### src/rtl/mem_port_arbiter.sv
// mem_port_arbiter
// Shares one single-ported memory between the instruction-fetch (IF) and
// data-memory (DM) pipeline stages. A granted request holds the port for LAT
// cycles. The last busy cycle carries a one-cycle acknowledge and the read data.
//
// Handshake: a requester raises x_req_i and holds it, together with its
// address, write enable and write data, until it sees x_ack_o high. x_ack_o is
// high for exactly one cycle, and rdata_o is valid in that same cycle. After an
// ack, a still-high x_req_i counts as a new request only from the next cycle.
// A request dropped before its ack does not abort the transaction. The
// transaction runs to completion and the ack still pulses.
//
// LAT must lie in 1..15 so that LAT-1 fits in the 4-bit down-counter.
module mem_port_arbiter #(
    parameter int size = 32,
    parameter int LAT  = 2
) (
    input  logic            clk_i,
    input  logic            rst_i,
    input  logic            if_req_i,
    input  logic [size-1:0] if_addr_i,
    input  logic            dm_req_i,
    input  logic            dm_we_i,
    input  logic [size-1:0] dm_addr_i,
    input  logic [size-1:0] dm_wdata_i,
    input  logic [size-1:0] mem_rdata_i,
    output logic            mem_sel_o,
    output logic            mem_en_o,
    output logic            mem_we_o,
    output logic [size-1:0] mem_addr_o,
    output logic [size-1:0] mem_wdata_o,
    output logic [size-1:0] rdata_o,
    output logic            if_ack_o,
    output logic            dm_ack_o,
    output logic            if_stall_o,
    output logic            dm_stall_o,
    output logic [1:0]      dbg_state_o
);

    typedef enum logic [1:0] {
        IDLE    = 2'd0,
        BUSY_IF = 2'd1,
        BUSY_DM = 2'd2
    } state_t;

    // The counter is loaded with LAT-1, so it reaches zero in the last busy cycle.
    localparam logic [3:0] LAT_M1 = 4'(LAT - 1);

    state_t          state_q, state_d;
    logic [3:0]      cnt_q, cnt_d;
    logic            last_grant_q, last_grant_d;   // 0 = IF, 1 = DM
    logic            sel_q, sel_d;
    logic            we_q, we_d;
    logic [size-1:0] addr_q, addr_d;
    logic [size-1:0] wdata_q, wdata_d;

    logic            busy;
    logic            done;       // last busy cycle: ack cycle and re-arbitration edge
    logic            if_cand;    // IF may compete at the coming edge
    logic            dm_cand;    // DM may compete at the coming edge
    logic            grant_if;
    logic            grant_dm;

    assign busy = (state_q != IDLE);
    assign done = busy && (cnt_q == 4'd0);

    // A requester that is acknowledged this cycle may not be re-granted at the
    // same edge. It has to come back after its ack.
    assign if_cand = if_req_i && (state_q != BUSY_IF);
    assign dm_cand = dm_req_i && (state_q != BUSY_DM);

    assign dbg_state_o = state_q;

    // State and datapath registers
    always_ff @(posedge clk_i) begin
        if (rst_i) begin
            state_q      <= IDLE;
            cnt_q        <= 4'd0;
            last_grant_q <= 1'b1;
            sel_q        <= 1'b0;
            we_q         <= 1'b0;
            addr_q       <= '0;
            wdata_q      <= '0;
        end else begin
            state_q      <= state_d;
            cnt_q        <= cnt_d;
            last_grant_q <= last_grant_d;
            sel_q        <= sel_d;
            we_q         <= we_d;
            addr_q       <= addr_d;
            wdata_q      <= wdata_d;
        end
    end

    // Next state: round-robin arbitration in IDLE and at completion, else count down
    always_comb begin
        state_d      = state_q;
        cnt_d        = cnt_q;
        last_grant_d = last_grant_q;
        sel_d        = sel_q;
        we_d         = we_q;
        addr_d       = addr_q;
        wdata_d      = wdata_q;
        grant_if     = 1'b0;
        grant_dm     = 1'b0;

        if (!busy || done) begin
            // On a tie, the requester that was not granted last wins.
            if (if_cand && (!dm_cand || last_grant_q)) begin
                grant_if = 1'b1;
            end else if (dm_cand) begin
                grant_dm = 1'b1;
            end
        end

        if (grant_if) begin
            state_d      = BUSY_IF;
            cnt_d        = LAT_M1;
            last_grant_d = 1'b0;
            sel_d        = 1'b0;
            we_d         = 1'b0;
            addr_d       = if_addr_i;
        end else if (grant_dm) begin
            state_d      = BUSY_DM;
            cnt_d        = LAT_M1;
            last_grant_d = 1'b1;
            sel_d        = 1'b1;
            we_d         = dm_we_i;
            addr_d       = dm_addr_i;
            wdata_d      = dm_wdata_i;
        end else if (done) begin
            state_d = IDLE;
        end else if (busy) begin
            cnt_d = cnt_q - 4'd1;
        end
    end

    // Outputs: port control from the latches, acks and read data in the last busy cycle
    always_comb begin
        mem_sel_o   = sel_q;
        mem_addr_o  = addr_q;
        mem_wdata_o = wdata_q;
        mem_en_o    = busy;
        mem_we_o    = (state_q == BUSY_DM) && we_q;
        if_ack_o    = done && (state_q == BUSY_IF);
        dm_ack_o    = done && (state_q == BUSY_DM);
        rdata_o     = done ? mem_rdata_i : '0;
        if_stall_o  = if_req_i && !(done && (state_q == BUSY_IF));
        dm_stall_o  = dm_req_i && !(done && (state_q == BUSY_DM));
    end

endmodule

### config.mk
export PLATFORM = sky130hd
export DESIGN_NAME = mem_port_arbiter
export DESIGN_NICKNAME = d
export VERILOG_FILES = /design/src/rtl/mem_port_arbiter.sv
export SDC_FILE = /design/constraint.sdc
export NUM_CORES = 1
export LEC_CHECK = 0
export ABC_CLOCK_PERIOD_IN_PS = 2800
export CAP_MARGIN = 0
export CORE_UTILIZATION = 36
export DETAILED_ROUTE_END_ITERATION = 12
export PLACE_DENSITY = 0.81
export SLEW_MARGIN = 20
export SYNTH_ARGS = -nofsm -noshare
export SYNTH_HDL_FRONTEND = slang
export SYNTH_SLANG_ARGS = --single-unit
export TNS_END_PERCENT = 100
### constraint.sdc
create_clock -name clk_i -period 2.8 [get_ports clk_i]
set_input_delay 0.56 -clock clk_i [delete_from_list [all_inputs] [get_ports clk_i]]
set_output_delay 0.56 -clock clk_i [all_outputs]
set_load 0.01 [all_outputs]
==> metrics.cfg, run 1 <==
[pwr]
power.static_leakage_nw = 2.61
power.total_mw = 3.41
power-per-cell-area_nw_per_um2 = 535
vdd.ir_drop.worst_uv = 292

[sta]
setup_tns_ns = 0
final_worst_path_cycle_share_pct = 96.2
skew_ns = 0.00540
number_of_hold_violations_in_the_final_report = 0
timing.final.max_slew_violations = 0
relSlewSlack_pct = 54.3
final_critical_period_ns = 2.69
timing_worst_slew_pin_value_ns = 0.681
max_freq_mhz = 371
grt_setup_unrepaired = true
timing.final.setup_violations = 0

[yosys]
yosysWarnings = 0
synth-async-reset-ratio_pct = 0
synth_enable_flop_cells = 0
mappedNetlistArea_um2 = 3620
synthCells = 384
netlist_top_cells_count = dfxtp_1 (73), nand2_1 (67), mux2i_1 (64), nor2_1 (38), and2_1 (32)
ys_seq_area_share_pct = 40.4
synth.most_common_cell = dfxtp_1
dominantRegCellSynth = dfxtp_1
syn-num-nets = 518
synth_top_cell_by_area = dfxtp_1
post_synth_num_cell_types = 35
synth.ff_latch_count = 73
netlist_top_cells_area = dfxtp_1 (40%), mux2i_1 (18%), a221oi_2 (12%)
yosys.area.top_type_share_pct = 40.4
synth.avg_cell_area_um2 = 9.42

[detailed_routing]
routed-via-count = 3622
drt-vias-per-instance = 4.83
routed_wirelength_mm = 11.6
drt_pass1_iterations = 4
route.antenna.remaining_nets = 0
route.detailed.wl_per_inst_um = 15.4
remaining_drc_errors = 0
drt_iter0_markers = 56

[grt]
grt_first_pass_wirelength_mm = 17.0
grt_start_max_net_pins = 41
antenna_found_initial = 0
global_route.usage.total_pct = 21.2
overflow = 0
grt_pass1_vias = 3524

[clock_network]
cts_tree = built
clkSlewWorstSetupHoldPaths_ns = 0.08
clock_sinks = 73
cts_buffer_depth = 2
cts.root.buffer_cell = clkbuf_8
cts-buffers-inserted = 9
cts.hold.buffers_added = 0
cts_max_level = 3
worstSkewPairLatency_ns = 0.35

[job]
timing.max_cap.violations = 0

[setup_path]
path_delay_family = simple AND/OR/NAND/NOR gates
cp_data_required_time_ns = 2.24
slowest_stage = or3b_4
crit_fanout = 16
crit_chain = inv_1 -> ha_2 -> or3b_4 -> nor2b_4 -> buf_4 -> buf_6 -> and2_1 -> clkdlybuf4s15_1
critPathCaptureType = output pin
path_buf_inv = 4
crit_path_start_kind = flip-flop
critPathArrivalTime_ns = 2.13
setup.worst_path.class = reg2out
critical-path-max-stage-delay_ns = 0.40

[floorplan]
core_region_area_um2 = 9770
die_area_um2 = 10400
placement_rows = 36
die-height_um = 102
i_o_pin_total = 238
floorplan.die.width_um = 102
start_util_pct = 37.0

[place]
port_buffers = 237
finalWeightedCongestion = 0.846
place.detailed.hpwl_mm = 8.17

[status]
status = complete, no violations

[cells_and_area]
finish.net_count = 746
area_delta_synth_final_pct = 76.6
antenna-diode-count = 0
final_layout_size_suffix_gt1_share_pct = 12.0

[min_path]
hp-class = reg2reg

-- worst paths after layout --
path / start / endpoint / slack [ns] / cells after the start
max: cnt_q[0]$_SDFFE_PP0P_ / rdata_o[12] / 0.11 / 8
min: mem_wdata_o[1]$_SDFFE_PP0P_ / mem_wdata_o[1]$_SDFFE_PP0P_ / 0.46 / 2
max reg2reg: cnt_q[0]$_SDFFE_PP0P_ / mem_addr_o[2]$_SDFFE_PP0P_ / 0.27 / 8
min reg2reg: mem_wdata_o[1]$_SDFFE_PP0P_ / mem_wdata_o[1]$_SDFFE_PP0P_ / 0.46 / 2
-- tightest hold or removal path, cell delays in order (launching register included) --
cell	delay, ns
dfxtp_1	0.31
nand2_1	0.05
mux2i_1	0.05
-- per-stage QoR --
step                      utilization [%]  hold slack [ns]  worst slack, ns  cell area (um2)  std cells
after floorplan                         -            0.479            0.619             3620        384
after global placement               62.6            0.442            0.267             6120        730
after detailed placement             62.6            0.449            0.212             6120        730
after CTS                            64.9            0.462           -0.117             6340        748
after global routing                 65.3            0.475          -0.0150             6390        750
final                                65.3            0.460            0.107             6390        750
-- where the power goes --
part	switching (mW)	total, mW	internal (mW)	leakage [nW]
clock network	0.403	0.914	0.511	0.112
registers	0.0677	1.23	1.16	0.602
logic	0.560	1.27	0.709	1.90
total	1.03	3.41	2.38	2.61
-- final cells by class --
cell class / instances / area (um2)
flip-flops and latches: 73 / 1460
well taps: 133 / 166
inverters: 5 / 18.8
clock inverters: 3 / 46.3
repair buffers: 252 / 2520
multi-input cells: 271 / 2000
clock buffers: 13 / 179
fillers: 796 / 3390
-- cells by family after synthesis --
group | after synthesis | synth area share [%]
flip-flops | 73 | 40.4
XOR/XNOR | 1 | 0.242
multiplexers | 64 | 17.7
AND/OR/NAND/NOR | 157 | 20.1
buffers and inverters | 40 | 5.54
AO/OA/AOI/OAI | 48 | 15.7
adder cells (fa/ha/maj) | 1 | 0.346
-- routing by layer --
metal	vias up	wire [um]	GRT usage, %	share of wire (%)
met1	1672	4680	24.1	40
met5	-	0	0	0
met3	12	1220	8.41	11
li1	1784	-	-	-
met2	154	5530	36.1	48
met4	0	128	7.36	1.1
-- cell usage in the layout, fill, tap and decap left out, types with 8 or more instances in the layout --
cell	count
dlygate4sd2_1	10
nand2_1	67
clkdlybuf4s15_1	13
buf_4	10
nor2_1	36
clkdlybuf4s50_1	202
dfxtp_1	73
a221oi_2	28
clkbuf_8	13
and2_1	32
mux2i_1	64
dlymetal6s2s_1	8
-- sequential cells by signal (all words and copies together) (netlist names) --
register      cells
we_q              1
mem_sel_o         1
mem_addr_o       32
dbg_state_o       2
mem_wdata_o      32
last_grant_q      1
cnt_q             4
-- repair_timing --
action | 4_1_cts | 5_1_grt
resized for setup | 33 | 29
setup buffers | 0 | 2
setup endpoints to repair | 32 | 11
gates cloned | 2 | 0
(Power assumes the default switching activity.)
==> run 2, diff against run 1 <==
--- a/config.mk
+++ b/config.mk
@@ -8,8 +8,10 @@
 export ABC_CLOCK_PERIOD_IN_PS = 2800
 export CAP_MARGIN = 0
 export CORE_UTILIZATION = 36
+export CTS_BUF_LIST = sky130_fd_sc_hd__clkbuf_4 sky130_fd_sc_hd__clkbuf_8 sky130_fd_sc_hd__clkbuf_16
 export DETAILED_ROUTE_END_ITERATION = 12
 export PLACE_DENSITY = 0.81
+export SETUP_SLACK_MARGIN = 0.02
 export SLEW_MARGIN = 20
 export SYNTH_ARGS = -nofsm -noshare
 export SYNTH_HDL_FRONTEND = slang
==> run 2 against run 1 <==
Hold slack did not move. Combinational power barely moved. Global-route usage did not move. Final cell count did not move. Non-clock buffer count did not move. Sequential power barely moved. Clock skew barely moved. Utilization fell by 0.60 points. Via count fell by 0.14%. Critical endpoint is now rdata_o[13].
==> metrics.cfg, run 2 (synthesized netlist as in run 1, its figures left out) <==
[setup_path]
crit_path_start_kind = flip-flop
worst_r2r_path_depth = 8  ; unchanged
critPathArrivalTime_ns = 2.13  ; about the same
r2r-end = mem_addr_o[2]$_SDFFE_PP0P_
crit_fanout = 16  ; unchanged
regToRegSetupSlack_ns = 0.27  ; about the same
critPathCaptureType = output pin
cp_data_required_time_ns = 2.24  ; about the same
crit-reg2reg-launch = cnt_q[0]$_SDFFE_PP0P_
setup.worst_path.class = reg2out

[cells_and_area]
antenna-diode-count = 0  ; unchanged
layout.core_utilization_pct = 64.7  ; -0.60 points
final_layout_size_suffix_gt1_share_pct = 13.6  ; +1.6 points
most_common_cell_after_layout_fill_and_taps_aside = clkdlybuf4s50_1
layout_common_cells = clkdlybuf4s50_1 (202), dfxtp_1 (73), nand2_1 (67), mux2i_1 (64), nor2_1 (37)
area_delta_synth_final_pct = 75.0
n_fill_cell = 807  ; +1.4%
finish.net_count = 746  ; unchanged

[pwr]
power.total_mw = 3.41  ; -0.27%
power-per-cell-area_nw_per_um2 = 538  ; +0.65%
power.static_leakage_nw = 2.60  ; -0.55%
vdd.ir_drop.worst_uv = 293  ; about the same

[place]
port_buffers = 237  ; unchanged
place.detailed.hpwl_mm = 8.17  ; unchanged
finalWeightedCongestion = 0.846  ; unchanged
dp_worst_setup_slack_ns = 0.212  ; unchanged

[clock_network]
cts.root.buffer_cell = clkbuf_8
cts_max_level = 3  ; unchanged
cts-buffers-inserted = 9  ; unchanged
cts_buffer_depth = 2  ; unchanged
worstSkewPairLatency_ns = 0.35  ; about the same
clock_sinks = 73  ; unchanged
clkSlewWorstSetupHoldPaths_ns = 0.08  ; about the same
cts_tree = built
cts.hold.buffers_added = 0  ; unchanged

[min_path]
hp-class = reg2reg
worstHoldEndpoint = mem_wdata_o[1]$_SDFFE_PP0P_
worst_hold_path_cell_count = 2  ; unchanged
hold_start = mem_wdata_o[1]$_SDFFE_PP0P_

[detailed_routing]
drt-vias-per-instance = 4.82  ; -0.14%
routed_wirelength_mm = 11.6  ; about the same
route.antenna.remaining_nets = 0  ; unchanged
remaining_drc_errors = 0  ; unchanged
routed-via-count = 3617  ; -0.14%
route.detailed.wl_per_inst_um = 15.4  ; about the same
drt_pass1_iterations = 4  ; unchanged
drt_iter0_markers = 60  ; +7.1%

[sta]
max_freq_mhz = 372  ; +0.21%
final_critical_path_setup_slack_ns = 0.113  ; +0.00556 ns
timing_worst_slew_pin_value_ns = 0.658  ; -0.0227 ns
skew_ns = 0.00524  ; -0.000161 ns
timing.final.setup_violations = 0  ; unchanged
relSlewSlack_pct = 55.8  ; +1.5 points
number_of_hold_violations_in_the_final_report = 0  ; unchanged
timing.final.max_slew_violations = 0  ; unchanged
final_critical_period_ns = 2.69  ; -0.00556 ns
final_worst_path_cycle_share_pct = 96.0  ; -0.20 points
grt_setup_unrepaired = true

[status]
status = complete, no violations

[floorplan]
die-height_um = 102  ; unchanged
placement_rows = 36  ; unchanged
start_util_pct = 37.0  ; unchanged
die_area_um2 = 10400  ; unchanged
core_region_area_um2 = 9770  ; unchanged
floorplan.die.width_um = 102  ; unchanged
i_o_pin_total = 238  ; unchanged

[grt]
grt_start_max_net_pins = 41  ; unchanged
global_route.usage.total_pct = 21.2  ; unchanged
overflow = 0  ; unchanged
grt_first_pass_wirelength_mm = 17.0  ; unchanged
antenna_found_initial = 0  ; unchanged
grt_pass1_vias = 3524  ; unchanged

[job]
timing.max_cap.violations = 0  ; unchanged

## run 2: changes by cell type in the layout (fill, tap and decap cells not counted), sizes merged
cell           before  now
clkbuf             16   27
clkdlybuf4s15      13    4
dlygate4sd2        10    9
dlymetal6s2s        8    7
## run 2: layout make-up
type / count / area [um2] / share of cell area (%)
Sequential cell: 73 / 1460 / 23.1
Timing Repair Buffer: 252 / 2460 / 38.9
Clock buffer: 13 / 179 / 2.83
Inverter: 5 / 18.8 / 0.297
Tap cell: 133 / 166 / 2.63
Multi-Input combinational cell: 271 / 1990 / 31.5
Clock inverter: 3 / 46.3 / 0.732
## run 2: report_power, final
part           internal (mW)  switching [mW]  total (mW)
Combinational          0.701           0.559        1.26
Sequential              1.16          0.0678        1.23
Clock                  0.511           0.403       0.914
Total                   2.38            1.03        3.41
## run 2: how the worst max path moves through the flow
stage	start	to	slack (ns)	cells after the start
floorplan	cnt_q[0]$_SDFFE_PP0P_	rdata_o[10]	0.62	7
global placement	cnt_q[0]$_SDFFE_PP0P_	rdata_o[0]	0.27	7
global route	cnt_q[0]$_SDFFE_PP0P_	rdata_o[13]	0.01	8
finish	cnt_q[0]$_SDFFE_PP0P_	rdata_o[13]	0.11	8
CTS	cnt_q[0]$_SDFFE_PP0P_	rdata_o[17]	-0.12	7
detailed placement	cnt_q[0]$_SDFFE_PP0P_	rdata_o[0]	0.21	7
## run 2: timing repair
item                       in CTS  in global routing
setup endpoints to repair      33                 20
hold endpoints to repair        0                  0
setup buffers                   0                  2
gates resized for setup        34                 40
gates cloned                    2                  0
## run 2: metal layers
metal	global-route usage, %	vias to the layer above	share of wire, %
li1	-	1784	-
met4	7.36	0	1.1
met2	36.1	156	48
met1	24.1	1665	41
met5	0	-	0
met3	8.41	12	10
## run 2: through the flow
step | std cells | setup TNS (ns) | area [um2] | hold slack (ns)
final | 750 | 0 | 6330 | 0.460
after global routing | 750 | 0 | 6330 | 0.475
after CTS | 748 | -0.798 | 6340 | 0.462
after detailed placement | 730 | 0 | 6120 | 0.449
after global placement | 730 | 0 | 6120 | 0.442
after floorplan | 384 | 0 | 3620 | 0.479
## run 2: worst max-delay path, stage by stage (launching register included)
cell	delay, ns
dfxtp_1	0.34
inv_1	0.07
ha_2	0.19
or3b_4	0.40
nor2b_4	0.14
buf_4	0.12
buf_6	0.14
and2_1	0.14
clkdlybuf4s15_1	0.23
==> run 3, diff against run 2 <==
--- a/config.mk
+++ b/config.mk
@@ -7,11 +7,13 @@
 export LEC_CHECK = 0
 export ABC_CLOCK_PERIOD_IN_PS = 2800
 export CAP_MARGIN = 0
+export CORE_MARGIN = 1.5
 export CORE_UTILIZATION = 36
 export CTS_BUF_LIST = sky130_fd_sc_hd__clkbuf_4 sky130_fd_sc_hd__clkbuf_8 sky130_fd_sc_hd__clkbuf_16
 export DETAILED_ROUTE_END_ITERATION = 12
 export PLACE_DENSITY = 0.81
 export SETUP_SLACK_MARGIN = 0.02
+export SKIP_LAST_GASP = 1
 export SLEW_MARGIN = 20
 export SYNTH_ARGS = -nofsm -noshare
 export SYNTH_HDL_FRONTEND = slang
==> run 3 against run 2 <==
Hold slack got worse by 0.0022 ns. First-iteration DRC count rose by 32%. Cell area rose by 1.7%. Utilization rose by 1.1 points. Sequential share of layout area fell by 0.38 points. Critical path depth fell by 1. Critical path type unchanged. Register-to-register slack got worse by 0.02 ns. Clock power rose by 7.0%.
==> metrics.cfg, run 3 (synthesized netlist as in run 1, its figures left out) <==
[status]
status = complete, no violations

[setup_path]
cp_data_required_time_ns = 2.24  ; about the same
crit_path_start_kind = flip-flop
crit_fanout = 8  ; -8
critPathCaptureType = output pin
critPathArrivalTime_ns = 2.08  ; -0.05 ns
setup.worst_path.class = reg2out
crit-reg2reg-launch = cnt_q[0]$_SDFFE_PP0P_
regToRegSetupSlack_ns = 0.25  ; -0.02 ns
cp-startpoint = cnt_q[0]$_SDFFE_PP0P_

[detailed_routing]
route.detailed.wl_per_inst_um = 15.9  ; +3.2%
drt_pass1_iterations = 6  ; +2
routed-via-count = 3662  ; +1.2%
routed_wirelength_mm = 11.9  ; +2.6%
route.antenna.remaining_nets = 0  ; unchanged
drt_iter0_markers = 79  ; +32%
remaining_drc_errors = 0  ; unchanged
drt-vias-per-instance = 4.91  ; +1.8%

[sta]
skew_ns = 0.0131  ; +0.00785 ns
timing_worst_slew_pin_value_ns = 0.612  ; -0.0465 ns
final_worst_path_cycle_share_pct = 94.3  ; -1.6 points
number_of_hold_violations_in_the_final_report = 0  ; unchanged
relSlewSlack_pct = 58.9  ; +3.1 points
finalHoldWorstSlack_ns = 0.458  ; -0.00222 ns
final_critical_period_ns = 2.64  ; -0.0457 ns
timing.final.max_slew_violations = 0  ; unchanged
grt_setup_unrepaired = false
timing.final.setup_violations = 0  ; unchanged
max_freq_mhz = 379  ; +1.7%
final_critical_path_setup_slack_ns = 0.158  ; +0.0457 ns

[clock_network]
cts_tree = built
clkSlewWorstSetupHoldPaths_ns = 0.07  ; about the same
cts_max_level = 3  ; unchanged
clock_sinks = 73  ; unchanged
cts_buffer_depth = 2  ; unchanged
cts.hold.buffers_added = 0  ; unchanged
cts-buffers-inserted = 9  ; unchanged
worstSkewPairLatency_ns = 0.35  ; about the same
cts.root.buffer_cell = clkbuf_8

[pwr]
power-per-cell-area_nw_per_um2 = 542  ; +0.66%
power.total_mw = 3.49  ; +2.4%
vdd.ir_drop.worst_uv = 349  ; +19%
power.static_leakage_nw = 2.85  ; +9.7%

[job]
timing.max_cap.violations = 0  ; unchanged

[floorplan]
start_util_pct = 37.0  ; unchanged
i_o_pin_total = 238  ; unchanged
placement_rows = 36  ; unchanged
die_area_um2 = 10700  ; +2.0%
floorplan.die.width_um = 103  ; +0.98%
core_region_area_um2 = 9770  ; unchanged
die-height_um = 103  ; +0.98%

[cells_and_area]
layout_common_cells = clkdlybuf4s50_1 (202), dfxtp_1 (73), nand2_1 (67), mux2i_1 (64), nor2_1 (36)
final_layout_size_suffix_gt1_share_pct = 10.9  ; -2.7 points
finish.net_count = 742  ; -0.54%
most_common_cell_after_layout_fill_and_taps_aside = clkdlybuf4s50_1
final_cells = 746  ; -0.53%
n_fill_cell = 800  ; -0.87%
area_delta_synth_final_pct = 77.9
antenna-diode-count = 0  ; unchanged

[place]
port_buffers = 237  ; unchanged
finalWeightedCongestion = 0.761  ; -10%
place.detailed.hpwl_mm = 8.60  ; +5.2%
dp_worst_setup_slack_ns = 0.190  ; -0.0223 ns
numPlacedInstances = 727  ; -0.41%

[grt]
global_route.usage.total_pct = 21.0  ; -0.23 points
grt_pass1_vias = 3600  ; +2.2%
overflow = 0  ; unchanged
grt_start_max_net_pins = 66  ; +61%
antenna_found_initial = 0  ; unchanged
grt_first_pass_wirelength_mm = 17.5  ; +2.6%

[min_path]
hp-class = reg2reg
hold_start = mem_wdata_o[24]$_SDFFE_PP0P_

## run 3: changes by cell type in the layout (fill, tap and decap cells not counted), moves of 2 or more
cell / previous run / this run
clkbuf_2: 14 / 0
clkdlybuf4s15_1: 4 / 0
dlygate4sd2_1: 9 / 11
dlymetal6s2s_1: 7 / 23
buf_4: 10 / 5
## run 3: path summary, 6_finish.rpt
| path | end | cells past startpoint |
|---|---|---|
| hold / removal | mem_wdata_o[24]$_SDFFE_PP0P_ | 2 |
| setup / recovery | rdata_o[25] | 7 |
| setup reg to reg | mem_addr_o[3]$_SDFFE_PP0P_ | 8 |
| hold reg to reg | mem_wdata_o[24]$_SDFFE_PP0P_ | 2 |
## run 3: layout make-up
cell class | count | area (um2) | share of cell area (%)
Multi-Input combinational cell | 271 | 2000 | 31.0
Sequential cell | 73 | 1460 | 22.7
Tap cell | 133 | 166 | 2.59
Inverter | 5 | 18.8 | 0.292
Clock inverter | 4 | 73.8 | 1.15
Clock buffer | 12 | 165 | 2.57
Timing Repair Buffer | 248 | 2550 | 39.7
## run 3: critical path: stages (launching register included)
cell and delay (ns):
dfxtp_1 0.34, inv_1 0.08, ha_2 0.19, or3b_4 0.40
nor2b_4 0.16, buf_4 0.17, and2_1 0.13, dlygate4sd2_1 0.27
## run 3: per-stage QoR
stage	TNS (ns)	area (um2)	util [%]
after floorplan	0	3620	-
after global placement	0	6110	62.5
after detailed placement	0	6110	62.5
after CTS	-2.42	6370	65.1
after global routing	0	6430	65.8
final	0	6430	65.8
## run 3: metal layers
layer  routed length, um  part of all wire (%)  track usage (%)  up-vias
met2                5800                    49             36.0      157
met3                1280                    11             9.81       11
met1                4640                    39             23.7     1710
li1                    -                     -                -     1784
met5                   0                     0                0        -
met4                 138                   1.2             5.20        0
## run 3: power by group
part	switching, mW	internal, mW
combinational	0.562	0.713
clock	0.403	0.575
sequential	0.0682	1.16
## run 3: what timing repair did
item / in CTS / in global routing
setup endpoints to repair: 32 / 23
gates resized for setup: 19 / 24
gates cloned: 2 / 0
setup buffers: 0 / 1
endpoints found under the hold margin: 0 / 0
pin swaps: 0 / 0
